**src/rtl/rv32_pkg.sv**
```systemverilog
// Shared RV32 definitions for the M-extension execute unit: funct3 codes,
// opcode constants, FSM state type and funct3 decode helpers.
package rv32_pkg;

  localparam logic [2:0] F3_MUL    = 3'b000;
  localparam logic [2:0] F3_MULH   = 3'b001;
  localparam logic [2:0] F3_MULHSU = 3'b010;
  localparam logic [2:0] F3_MULHU  = 3'b011;
  localparam logic [2:0] F3_DIV    = 3'b100;
  localparam logic [2:0] F3_DIVU   = 3'b101;
  localparam logic [2:0] F3_REM    = 3'b110;
  localparam logic [2:0] F3_REMU   = 3'b111;

  localparam logic [6:0] OP_RTYPE      = 7'b0110011;
  localparam logic [6:0] FUNCT7_MULDIV = 7'b0000001;

  typedef enum logic [1:0] {
    IDLE = 2'd0,
    RUN  = 2'd1,
    DONE = 2'd2
  } muldiv_state_t;

  function automatic logic f3_is_div(input logic [2:0] f3);
    return f3[2];
  endfunction

  function automatic logic f3_is_rem(input logic [2:0] f3);
    return f3[2] & f3[1];
  endfunction

  function automatic logic f3_signed_a(input logic [2:0] f3);
    return (f3 != F3_MULHU) && (f3 != F3_DIVU) && (f3 != F3_REMU);
  endfunction

  function automatic logic f3_signed_b(input logic [2:0] f3);
    return (f3 == F3_MUL) || (f3 == F3_MULH) || (f3 == F3_DIV) || (f3 == F3_REM);
  endfunction

endpackage

```
**src/rtl/ex_muldiv_unit_if.sv**
```systemverilog
// Issue/result bundle between the ID/EX stage and the multiply/divide unit.
interface ex_muldiv_unit_if #(
  parameter int XLEN = 32
);
  logic            start;
  logic [2:0]      funct3;
  logic [XLEN-1:0] rs1_val;
  logic [XLEN-1:0] rs2_val;
  logic [4:0]      rd_in;
  logic            flush;
  logic            stall;
  logic            busy;
  logic            done;
  logic [XLEN-1:0] result;
  logic [4:0]      rd_out;

  modport master (
    output start, funct3, rs1_val, rs2_val, rd_in, flush,
    input  stall, busy, done, result, rd_out
  );

  modport slave (
    input  start, funct3, rs1_val, rs2_val, rd_in, flush,
    output stall, busy, done, result, rd_out
  );
endinterface

```
**src/rtl/muldiv_iter.sv**
```systemverilog
// Iterative datapath on unsigned magnitudes: shift-add multiply or restoring
// divide, one step per cycle, sharing a single 2*XLEN accumulator.
module muldiv_iter #(
  parameter int XLEN = 32
) (
  input  logic              clk,
  input  logic              rst_n,
  input  logic              load,
  input  logic              step,
  input  logic              is_div,
  input  logic [XLEN-1:0]   a_mag,
  input  logic [XLEN-1:0]   b_mag,
  output logic [2*XLEN-1:0] acc_nxt,
  output logic              last
);

  localparam int CNT_W = $clog2(XLEN);

  logic [2*XLEN-1:0] acc_q, acc_d, acc_step_s;
  logic [XLEN-1:0]   b_q, b_d;
  logic              div_q, div_d;
  logic [CNT_W-1:0]  cnt_q, cnt_d;
  logic [XLEN:0]     mul_sum_s, shifted_s, diff_s;

  // Multiply keeps {partial_hi, multiplier}; divide keeps {remainder, dividend/quotient}.
  always_comb begin
    mul_sum_s = {1'b0, acc_q[2*XLEN-1:XLEN]}
              + (acc_q[0] ? {1'b0, b_q} : {(XLEN+1){1'b0}});
    shifted_s = acc_q[2*XLEN-1:XLEN-1];
    diff_s    = shifted_s - {1'b0, b_q};
    if (div_q) begin
      if (diff_s[XLEN]) begin
        acc_step_s = {shifted_s[XLEN-1:0], acc_q[XLEN-2:0], 1'b0};
      end else begin
        acc_step_s = {diff_s[XLEN-1:0], acc_q[XLEN-2:0], 1'b1};
      end
    end else begin
      acc_step_s = {mul_sum_s, acc_q[XLEN-1:1]};
    end
  end

  // Next-state selection for load, step and hold.
  always_comb begin
    acc_d = acc_q;
    b_d   = b_q;
    div_d = div_q;
    cnt_d = cnt_q;
    if (load) begin
      acc_d = {{XLEN{1'b0}}, a_mag};
      b_d   = b_mag;
      div_d = is_div;
      cnt_d = {CNT_W{1'b0}};
    end else if (step) begin
      acc_d = acc_step_s;
      cnt_d = cnt_q + {{(CNT_W-1){1'b0}}, 1'b1};
    end else begin
      acc_d = acc_q;
    end
  end

  // Datapath registers.
  always_ff @(posedge clk or negedge rst_n) begin
    if (!rst_n) begin
      acc_q <= {(2*XLEN){1'b0}};
      b_q   <= {XLEN{1'b0}};
      div_q <= 1'b0;
      cnt_q <= {CNT_W{1'b0}};
    end else begin
      acc_q <= acc_d;
      b_q   <= b_d;
      div_q <= div_d;
      cnt_q <= cnt_d;
    end
  end

  assign acc_nxt = acc_step_s;
  assign last    = (cnt_q == CNT_W'(XLEN-1));

endmodule

```
**src/rtl/ex_muldiv_unit.sv**
```systemverilog
// RV32M execute-stage multiply/divide unit: fixed-latency FSM, sign handling,
// divide special cases and the registered result handed to EX/MEM.
module ex_muldiv_unit
  import rv32_pkg::*;
#(
  parameter int XLEN = 32
) (
  input  logic             clk,
  input  logic             rst_n,
  ex_muldiv_unit_if.slave  mdu
);

  localparam logic [XLEN-1:0] ZERO     = {XLEN{1'b0}};
  localparam logic [XLEN-1:0] ALL_ONES = {XLEN{1'b1}};
  localparam logic [XLEN-1:0] INT_MIN  = {1'b1, {(XLEN-1){1'b0}}};

  muldiv_state_t   state_q, state_d;
  logic [2:0]      f3_q, f3_d;
  logic [4:0]      rd_q, rd_d, rd_out_q, rd_out_d;
  logic            sign_a_q, sign_a_d, sign_res_q, sign_res_d;
  logic            special_q, special_d;
  logic [XLEN-1:0] special_val_q, special_val_d, result_q, result_d;

  logic              accept_s, neg_a_s, neg_b_s, div0_s, ovf_s, last_s;
  logic [XLEN-1:0]   a_mag_s, b_mag_s, spec_val_s, fix_s, quo_s, rem_s;
  logic [2*XLEN-1:0] acc_nxt_s, prod_s;

  assign accept_s = (state_q == IDLE) && mdu.start && !mdu.flush;
  assign neg_a_s  = f3_signed_a(mdu.funct3) && mdu.rs1_val[XLEN-1];
  assign neg_b_s  = f3_signed_b(mdu.funct3) && mdu.rs2_val[XLEN-1];
  assign a_mag_s  = neg_a_s ? (ZERO - mdu.rs1_val) : mdu.rs1_val;
  assign b_mag_s  = neg_b_s ? (ZERO - mdu.rs2_val) : mdu.rs2_val;
  assign div0_s   = f3_is_div(mdu.funct3) && (mdu.rs2_val == ZERO);
  assign ovf_s    = f3_is_div(mdu.funct3) && f3_signed_b(mdu.funct3)
                 && (mdu.rs1_val == INT_MIN) && (mdu.rs2_val == ALL_ONES);

  // Special-case results are fixed at issue; the op still runs full length.
  always_comb begin
    if (div0_s) begin
      spec_val_s = f3_is_rem(mdu.funct3) ? mdu.rs1_val : ALL_ONES;
    end else if (ovf_s) begin
      spec_val_s = f3_is_rem(mdu.funct3) ? ZERO : INT_MIN;
    end else begin
      spec_val_s = ZERO;
    end
  end

  muldiv_iter #(.XLEN(XLEN)) u_iter (
    .clk     (clk),
    .rst_n   (rst_n),
    .load    (accept_s),
    .step    (state_q == RUN),
    .is_div  (f3_is_div(mdu.funct3)),
    .a_mag   (a_mag_s),
    .b_mag   (b_mag_s),
    .acc_nxt (acc_nxt_s),
    .last    (last_s)
  );

  // Sign fix-up on the final iteration's value.
  always_comb begin
    prod_s = sign_res_q ? ({(2*XLEN){1'b0}} - acc_nxt_s) : acc_nxt_s;
    quo_s  = sign_res_q ? (ZERO - acc_nxt_s[XLEN-1:0]) : acc_nxt_s[XLEN-1:0];
    rem_s  = sign_a_q ? (ZERO - acc_nxt_s[2*XLEN-1:XLEN]) : acc_nxt_s[2*XLEN-1:XLEN];
    if (special_q) begin
      fix_s = special_val_q;
    end else begin
      case (f3_q)
        F3_MUL:                       fix_s = prod_s[XLEN-1:0];
        F3_MULH, F3_MULHSU, F3_MULHU: fix_s = prod_s[2*XLEN-1:XLEN];
        F3_DIV, F3_DIVU:              fix_s = quo_s;
        F3_REM, F3_REMU:              fix_s = rem_s;
        default:                      fix_s = ZERO;
      endcase
    end
  end

  // Control FSM.
  always_comb begin
    state_d       = state_q;
    f3_d          = f3_q;
    rd_d          = rd_q;
    sign_a_d      = sign_a_q;
    sign_res_d    = sign_res_q;
    special_d     = special_q;
    special_val_d = special_val_q;
    result_d      = result_q;
    rd_out_d      = rd_out_q;
    case (state_q)
      IDLE: begin
        if (accept_s) begin
          state_d       = RUN;
          f3_d          = mdu.funct3;
          rd_d          = mdu.rd_in;
          sign_a_d      = neg_a_s;
          sign_res_d    = neg_a_s ^ neg_b_s;
          special_d     = div0_s || ovf_s;
          special_val_d = spec_val_s;
        end else begin
          state_d = IDLE;
        end
      end
      RUN: begin
        if (mdu.flush) begin
          state_d = IDLE;
        end else if (last_s) begin
          state_d  = DONE;
          result_d = fix_s;
          rd_out_d = rd_q;
        end else begin
          state_d = RUN;
        end
      end
      DONE:    state_d = IDLE;
      default: state_d = IDLE;
    endcase
  end

  // State and result registers.
  always_ff @(posedge clk or negedge rst_n) begin
    if (!rst_n) begin
      state_q       <= IDLE;
      f3_q          <= 3'b000;
      rd_q          <= 5'd0;
      sign_a_q      <= 1'b0;
      sign_res_q    <= 1'b0;
      special_q     <= 1'b0;
      special_val_q <= ZERO;
      result_q      <= ZERO;
      rd_out_q      <= 5'd0;
    end else begin
      state_q       <= state_d;
      f3_q          <= f3_d;
      rd_q          <= rd_d;
      sign_a_q      <= sign_a_d;
      sign_res_q    <= sign_res_d;
      special_q     <= special_d;
      special_val_q <= special_val_d;
      result_q      <= result_d;
      rd_out_q      <= rd_out_d;
    end
  end

  // stall covers the issue cycle so ID/EX holds on the very first cycle.
  assign mdu.stall  = rst_n && (accept_s || (state_q == RUN));
  assign mdu.busy   = (state_q != IDLE);
  assign mdu.done   = (state_q == DONE);
  assign mdu.result = result_q;
  assign mdu.rd_out = rd_out_q;

endmodule

```
**src/flat_wrapper.sv**
```systemverilog
// flat-port wrapper written by rule: the top's interface ports become plain ports
module ex_muldiv_unit_flat import rv32_pkg::*;
#(
  parameter int XLEN = 32
)
  (clk, rst_n, mdu_start, mdu_funct3, mdu_rs1_val, mdu_rs2_val, mdu_rd_in, mdu_flush, mdu_stall, mdu_busy, mdu_done, mdu_result, mdu_rd_out);
  ex_muldiv_unit_if #(.XLEN(XLEN)) mdu_i ();
  input  logic clk;
  input  logic rst_n;
  input wire logic [$bits(mdu_i.start)-1:0] mdu_start;
  input wire logic [$bits(mdu_i.funct3)-1:0] mdu_funct3;
  input wire logic [$bits(mdu_i.rs1_val)-1:0] mdu_rs1_val;
  input wire logic [$bits(mdu_i.rs2_val)-1:0] mdu_rs2_val;
  input wire logic [$bits(mdu_i.rd_in)-1:0] mdu_rd_in;
  input wire logic [$bits(mdu_i.flush)-1:0] mdu_flush;
  output wire logic [$bits(mdu_i.stall)-1:0] mdu_stall;
  output wire logic [$bits(mdu_i.busy)-1:0] mdu_busy;
  output wire logic [$bits(mdu_i.done)-1:0] mdu_done;
  output wire logic [$bits(mdu_i.result)-1:0] mdu_result;
  output wire logic [$bits(mdu_i.rd_out)-1:0] mdu_rd_out;
  assign mdu_i.start = mdu_start;
  assign mdu_i.funct3 = mdu_funct3;
  assign mdu_i.rs1_val = mdu_rs1_val;
  assign mdu_i.rs2_val = mdu_rs2_val;
  assign mdu_i.rd_in = mdu_rd_in;
  assign mdu_i.flush = mdu_flush;
  assign mdu_stall = mdu_i.stall;
  assign mdu_busy = mdu_i.busy;
  assign mdu_done = mdu_i.done;
  assign mdu_result = mdu_i.result;
  assign mdu_rd_out = mdu_i.rd_out;
  ex_muldiv_unit #(.XLEN(XLEN)) u_core (.clk(clk), .rst_n(rst_n), .mdu(mdu_i));
endmodule
```
**config.mk**
```make
export PLATFORM = sky130hd
export DESIGN_NAME = ex_muldiv_unit_flat
export DESIGN_NICKNAME = d
export VERILOG_FILES = /design/src/rtl/rv32_pkg.sv /design/src/rtl/ex_muldiv_unit_if.sv /design/src/rtl/muldiv_iter.sv /design/src/rtl/ex_muldiv_unit.sv /design/src/flat_wrapper.sv
export SDC_FILE = /design/constraint.sdc
export NUM_CORES = 1
export LEC_CHECK = 0
export ABC_AREA = 1
export BUFFER_PORTS_ARGS = -buffer_cell sky130_fd_sc_hd__buf_2
export CORE_ASPECT_RATIO = 1.1
export CORE_MARGIN = 2
export CORE_UTILIZATION = 45
export DETAILED_ROUTE_END_ITERATION = 7
export HOLD_SLACK_MARGIN = 0.06
export SYNTH_ARGS = -nofsm -noshare
export SYNTH_HDL_FRONTEND = slang
export SYNTH_SLANG_ARGS = --single-unit
```
**constraint.sdc**
```tcl
create_clock -name clk -period 4.1 [get_ports clk]
set_clock_uncertainty 0.05 [all_clocks]
set_input_delay 0.82 -clock clk [delete_from_list [all_inputs] [get_ports clk]]
set_output_delay 0.82 -clock clk [all_outputs]
set_load 0.01 [all_outputs]
```
==> impl_metrics.json <==
{
  "io_buffers": 115,
  "crit_slowest_cell": "dfrtp_2",
  "max_slew_margin_pct": 27.3,
  "cap_violations": 0,
  "yosysWarnings": 0,
  "cp_max_fo": 3,
  "setup_viol": 0,
  "postPlaceCellArea_um2": 20800,
  "synth.area.mux_share_pct": 0.0567,
  "preCtsSetupSlack_ps": -283,
  "wire_per_inst_um": 20.7,
  "rows": 76,
  "routed_wl_um": 78500,
  "cts_tree": "built",
  "dieArea_um2": 40800,
  "min_path_type": "in2async",
  "tightest_slew_ps": 1080,
  "synth-async-reset-ratio_pct": 100,
  "syn_inst": 2897,
  "grt_pass1_vias": 20500,
  "sw_frac_of_total_pct": 53.3,
  "cts_sinks": 184,
  "synth_edf_count": 0,
  "power_switching_w": 0.00904,
  "synthXorXnorAreaFrac_pct": 3.28,
  "gp_congestion": 1.01,
  "rr_worst_depth": 29,
  "hold_violations": 0,
  "syn-num-nets": 3045,
  "cp.required_ps": 4430,
  "vias_per_cell": 5.63,
  "p_seq_share_pct": 14.8,
  "cpPeakStageDelay_ps": 460,
  "yosysSeqAreaShare_pct": 26.1,
  "drc": 0,
  "final_layout_size_suffix_gt1_share_pct": 20.7,
  "die_y_um": 212,
  "grt_first_pass_wirelength_um": 118000,
  "grtUsageTotal_pct": 38.6,
  "synth_compound_area_share_pct": 17.8,
  "worst_setup_path_end_kind": "flop",
  "grt_max_degree": 101,
  "leakagePower_nw": 11.5,
  "regToRegStartpoint": "u_core.u_iter.acc_q[36]$_DFFE_PN0N_",
  "cts_root_buf": "clkbuf_16",
  "cts_buffers": 17,
  "path_common_cell": "nand2_4",
  "worstSkewPairLatency_ps": 490,
  "place_hpwl_um": 62500,
  "ioPinCount": 116,
  "clock_path_buffers": 2,
  "slew_violations": 0,
  "reg2reg_slack_ps": 120,
  "fmax_mhz": 251,
  "synthAdderAreaFrac_pct": 5.19,
  "setup_slack_ps": 122,
  "fin_nets": 3410,
  "antenna_left": 0,
  "vias": 21300,
  "drtIter0Drc": 1774,
  "syn_area_um2": 17600,
  "drt_pass1_iterations": 6,
  "fin_crit_sh_pct": 97.0,
  "htree_levels": 4,
  "initial_utilization_pct": 45.4,
  "holdBufCountCts": 0,
  "rsz0062_at_grt": "true",
  "antenna_found_initial": 2,
  "areaGrowthSynthToFinish_pct": 26.0,
  "start_kind": "flop",
  "yosys_register_bits": 184,
  "synthSimpleGateAreaFrac_pct": 36.9,
  "ir_drop_mv": 0.372,
  "internal-power_w": 0.00793,
  "min_period_ps": 3980,
  "arrival_ps": 4300,
  "synth_cell_types": 57,
  "diodes": 0,
  "combPwrFrac_pct": 74.7,
  "timing.rr.end": "u_core.mdu.result[30]$_DFFE_PN0P_",
  "synth_top_family_by_area": "simple AND/OR/NAND/NOR gates",
  "setup.worst_path.class": "reg2reg",
  "synthFlopType": "dfrtp_1",
  "powerDensity_nw_per_um2": 763,
  "status": "finished clean",
  "coreArea_um2": 38900,
  "power_w": 0.0170,
  "overflow": 0,
  "power.share.clock_pct": 10.5,
  "path_clk_slew_ps": 80,
  "stdcell_area_um2": 22200,
  "syn_avg_cell_area_um2": 6.09,
  "die_w_um": 193,
  "nFillCells": 3944
}
==> state kept, by name, summed over array words and instances, names as in the netlist <==
name,count
u_core.special_q,1
u_core.f3_q,3
u_core.sign_a_q,1
u_core.u_iter.div_q,1
u_core.u_iter.cnt_q,5
u_core.special_val_q,32
u_core.sign_res_q,1
u_core.rd_q,5
u_core.u_iter.b_q,32
u_core.u_iter.acc_q,64
u_core.state_q,2
u_core.mdu.rd_out,5
u_core.mdu.result,32
==> power by group through the flow <==
| stage | Clock (W) | Combinational, W | Sequential [W] |
|---|---|---|---|
| 4_1_cts | 0.00179 | 0.0117 | 0.00248 |
| 5_1_grt | 0.00186 | 0.0137 | 0.00255 |
| 2_1_floorplan | 0 | 0.00641 | 0.00239 |
| 3_5_place_dp | 0 | 0.0115 | 0.00251 |
| 3_3_place_gp | 0 | 0.0115 | 0.00249 |
| 6_report | 0.00178 | 0.0127 | 0.00251 |
==> logic make-up after synthesis <==
kind of cell / count (synthesis)
muxes: 1
DFF: 184
and+or+nand+nor: 1531
buffers and inverters: 486
adders and majority gates: 72
AOI/OAI and AO/OA: 557
xor gates and xnor gates: 66
==> metal layers <==
metal | vias to the layer above | track usage, % | part of all wire (%)
met4 | 2 | 26.2 | 7.6
met1 | 9973 | 46.1 | 39
li1 | 10200 | - | -
met2 | 860 | 64.3 | 47
met5 | - | 0 | 0.013
met3 | 226 | 5.14 | 6.2
==> worst max-delay path by stage <==
stage                                   startpoint                           endpoint  slack (ps)  depth (start not counted)
2_1_floorplan  u_core.u_iter.acc_q[31]$_DFFE_PN0N_  u_core.mdu.result[26]$_DFFE_PN0P_         200                         32
3_3_place_gp   u_core.u_iter.acc_q[31]$_DFFE_PN0N_  u_core.mdu.result[18]$_DFFE_PN0P_        -190                         32
3_5_place_dp   u_core.u_iter.acc_q[31]$_DFFE_PN0N_  u_core.mdu.result[18]$_DFFE_PN0P_        -280                         32
4_1_cts           u_core.u_iter.b_q[0]$_DFFE_PN0P_  u_core.mdu.result[17]$_DFFE_PN0P_          -6                         24
5_1_grt        u_core.u_iter.acc_q[45]$_DFFE_PN0N_  u_core.mdu.result[30]$_DFFE_PN0P_        -110                         29
6_report       u_core.u_iter.acc_q[36]$_DFFE_PN0N_  u_core.mdu.result[30]$_DFFE_PN0P_         120                         29
==> worst max-delay path: cells and delay by family, from the launching register on <==
| family | cells | cell delay (ps) |
|---|---|---|
| simple gates | 20 | 1920 |
| compound gates | 4 | 600 |
| flops | 1 | 460 |
| buf+inv | 3 | 410 |
| fa+ha+maj | 2 | 390 |
==> cell type report <==
| class | count | area, um2 | share of cell area, % |
|---|---|---|---|
| multi-input cells | 2228 | 11800 | 53.2 |
| inverters | 387 | 1450 | 6.53 |
| repair buffers | 444 | 3120 | 14.0 |
| clock buffers | 18 | 439 | 1.97 |
| flip-flops and latches | 184 | 4610 | 20.7 |
| clock inverters | 14 | 153 | 0.686 |
| well taps | 507 | 634 | 2.85 |
==> layout by cell type (no fill, tap or decap), types with 60 or more instances in the layout <==
cell | netlist | layout
inv_1 | 368 | 360
ha_1 | 70 | 60
dfrtp_1 | 184 | 181
nand3_1 | 233 | 218
nand2_1 | 846 | 810
nor2_1 | 272 | 254
a21oi_1 | 168 | 158
o21ai_0 | 213 | 206
buf_4 | 1 | 322
buf_2 | 12 | 114
==> repair_timing <==
action                     in CTS  in global routing
gates cloned                    0                  1
buffers inserted               10                 11
setup endpoints to repair      29                 31
pin swaps                      16                 36
gates resized for setup        36                130
==> synth_stat cells (8+ instances only) <==
cell type | n | area [um2]
a21oi_1 | 168 | 841
xor2_1 | 37 | 324
xnor2_1 | 29 | 254
buf_2 | 12 | 60.1
nor3_1 | 60 | 300
buf_1 | 11 | 41.3
nor2_1 | 272 | 1020
inv_2 | 16 | 60.1
o21ai_0 | 213 | 1070
nand4_1 | 39 | 244
o21ai_1 | 29 | 145
o22ai_1 | 49 | 307
inv_1 | 368 | 1380
o221ai_1 | 26 | 228
dfrtp_1 | 184 | 4600
nand3_1 | 233 | 1170
nand2_2 | 14 | 87.6
nand2_1 | 846 | 3180
a31oi_1 | 8 | 50.1
clkbuf_1 | 70 | 263
nor2_2 | 18 | 113
o21bai_1 | 11 | 82.6
nand3b_1 | 15 | 113
o211ai_1 | 19 | 143
ha_1 | 70 | 876
==> stage by stage <==
stage / instances / hold slack, ps / setup TNS [ps] / util [%]
final: 3782 / 208 / 0 / 57.2
after global routing: 3782 / 221 / -1590 / 57.2
after CTS: 3770 / 213 / -5.74 / 55.6
after detailed placement: 3728 / 410 / -4820 / 53.5
after global placement: 3728 / 407 / -2400 / 53.5
after floorplan: 2897 / 392 / 0 / -
No activity file was read; power rests on OpenSTA's default activity.
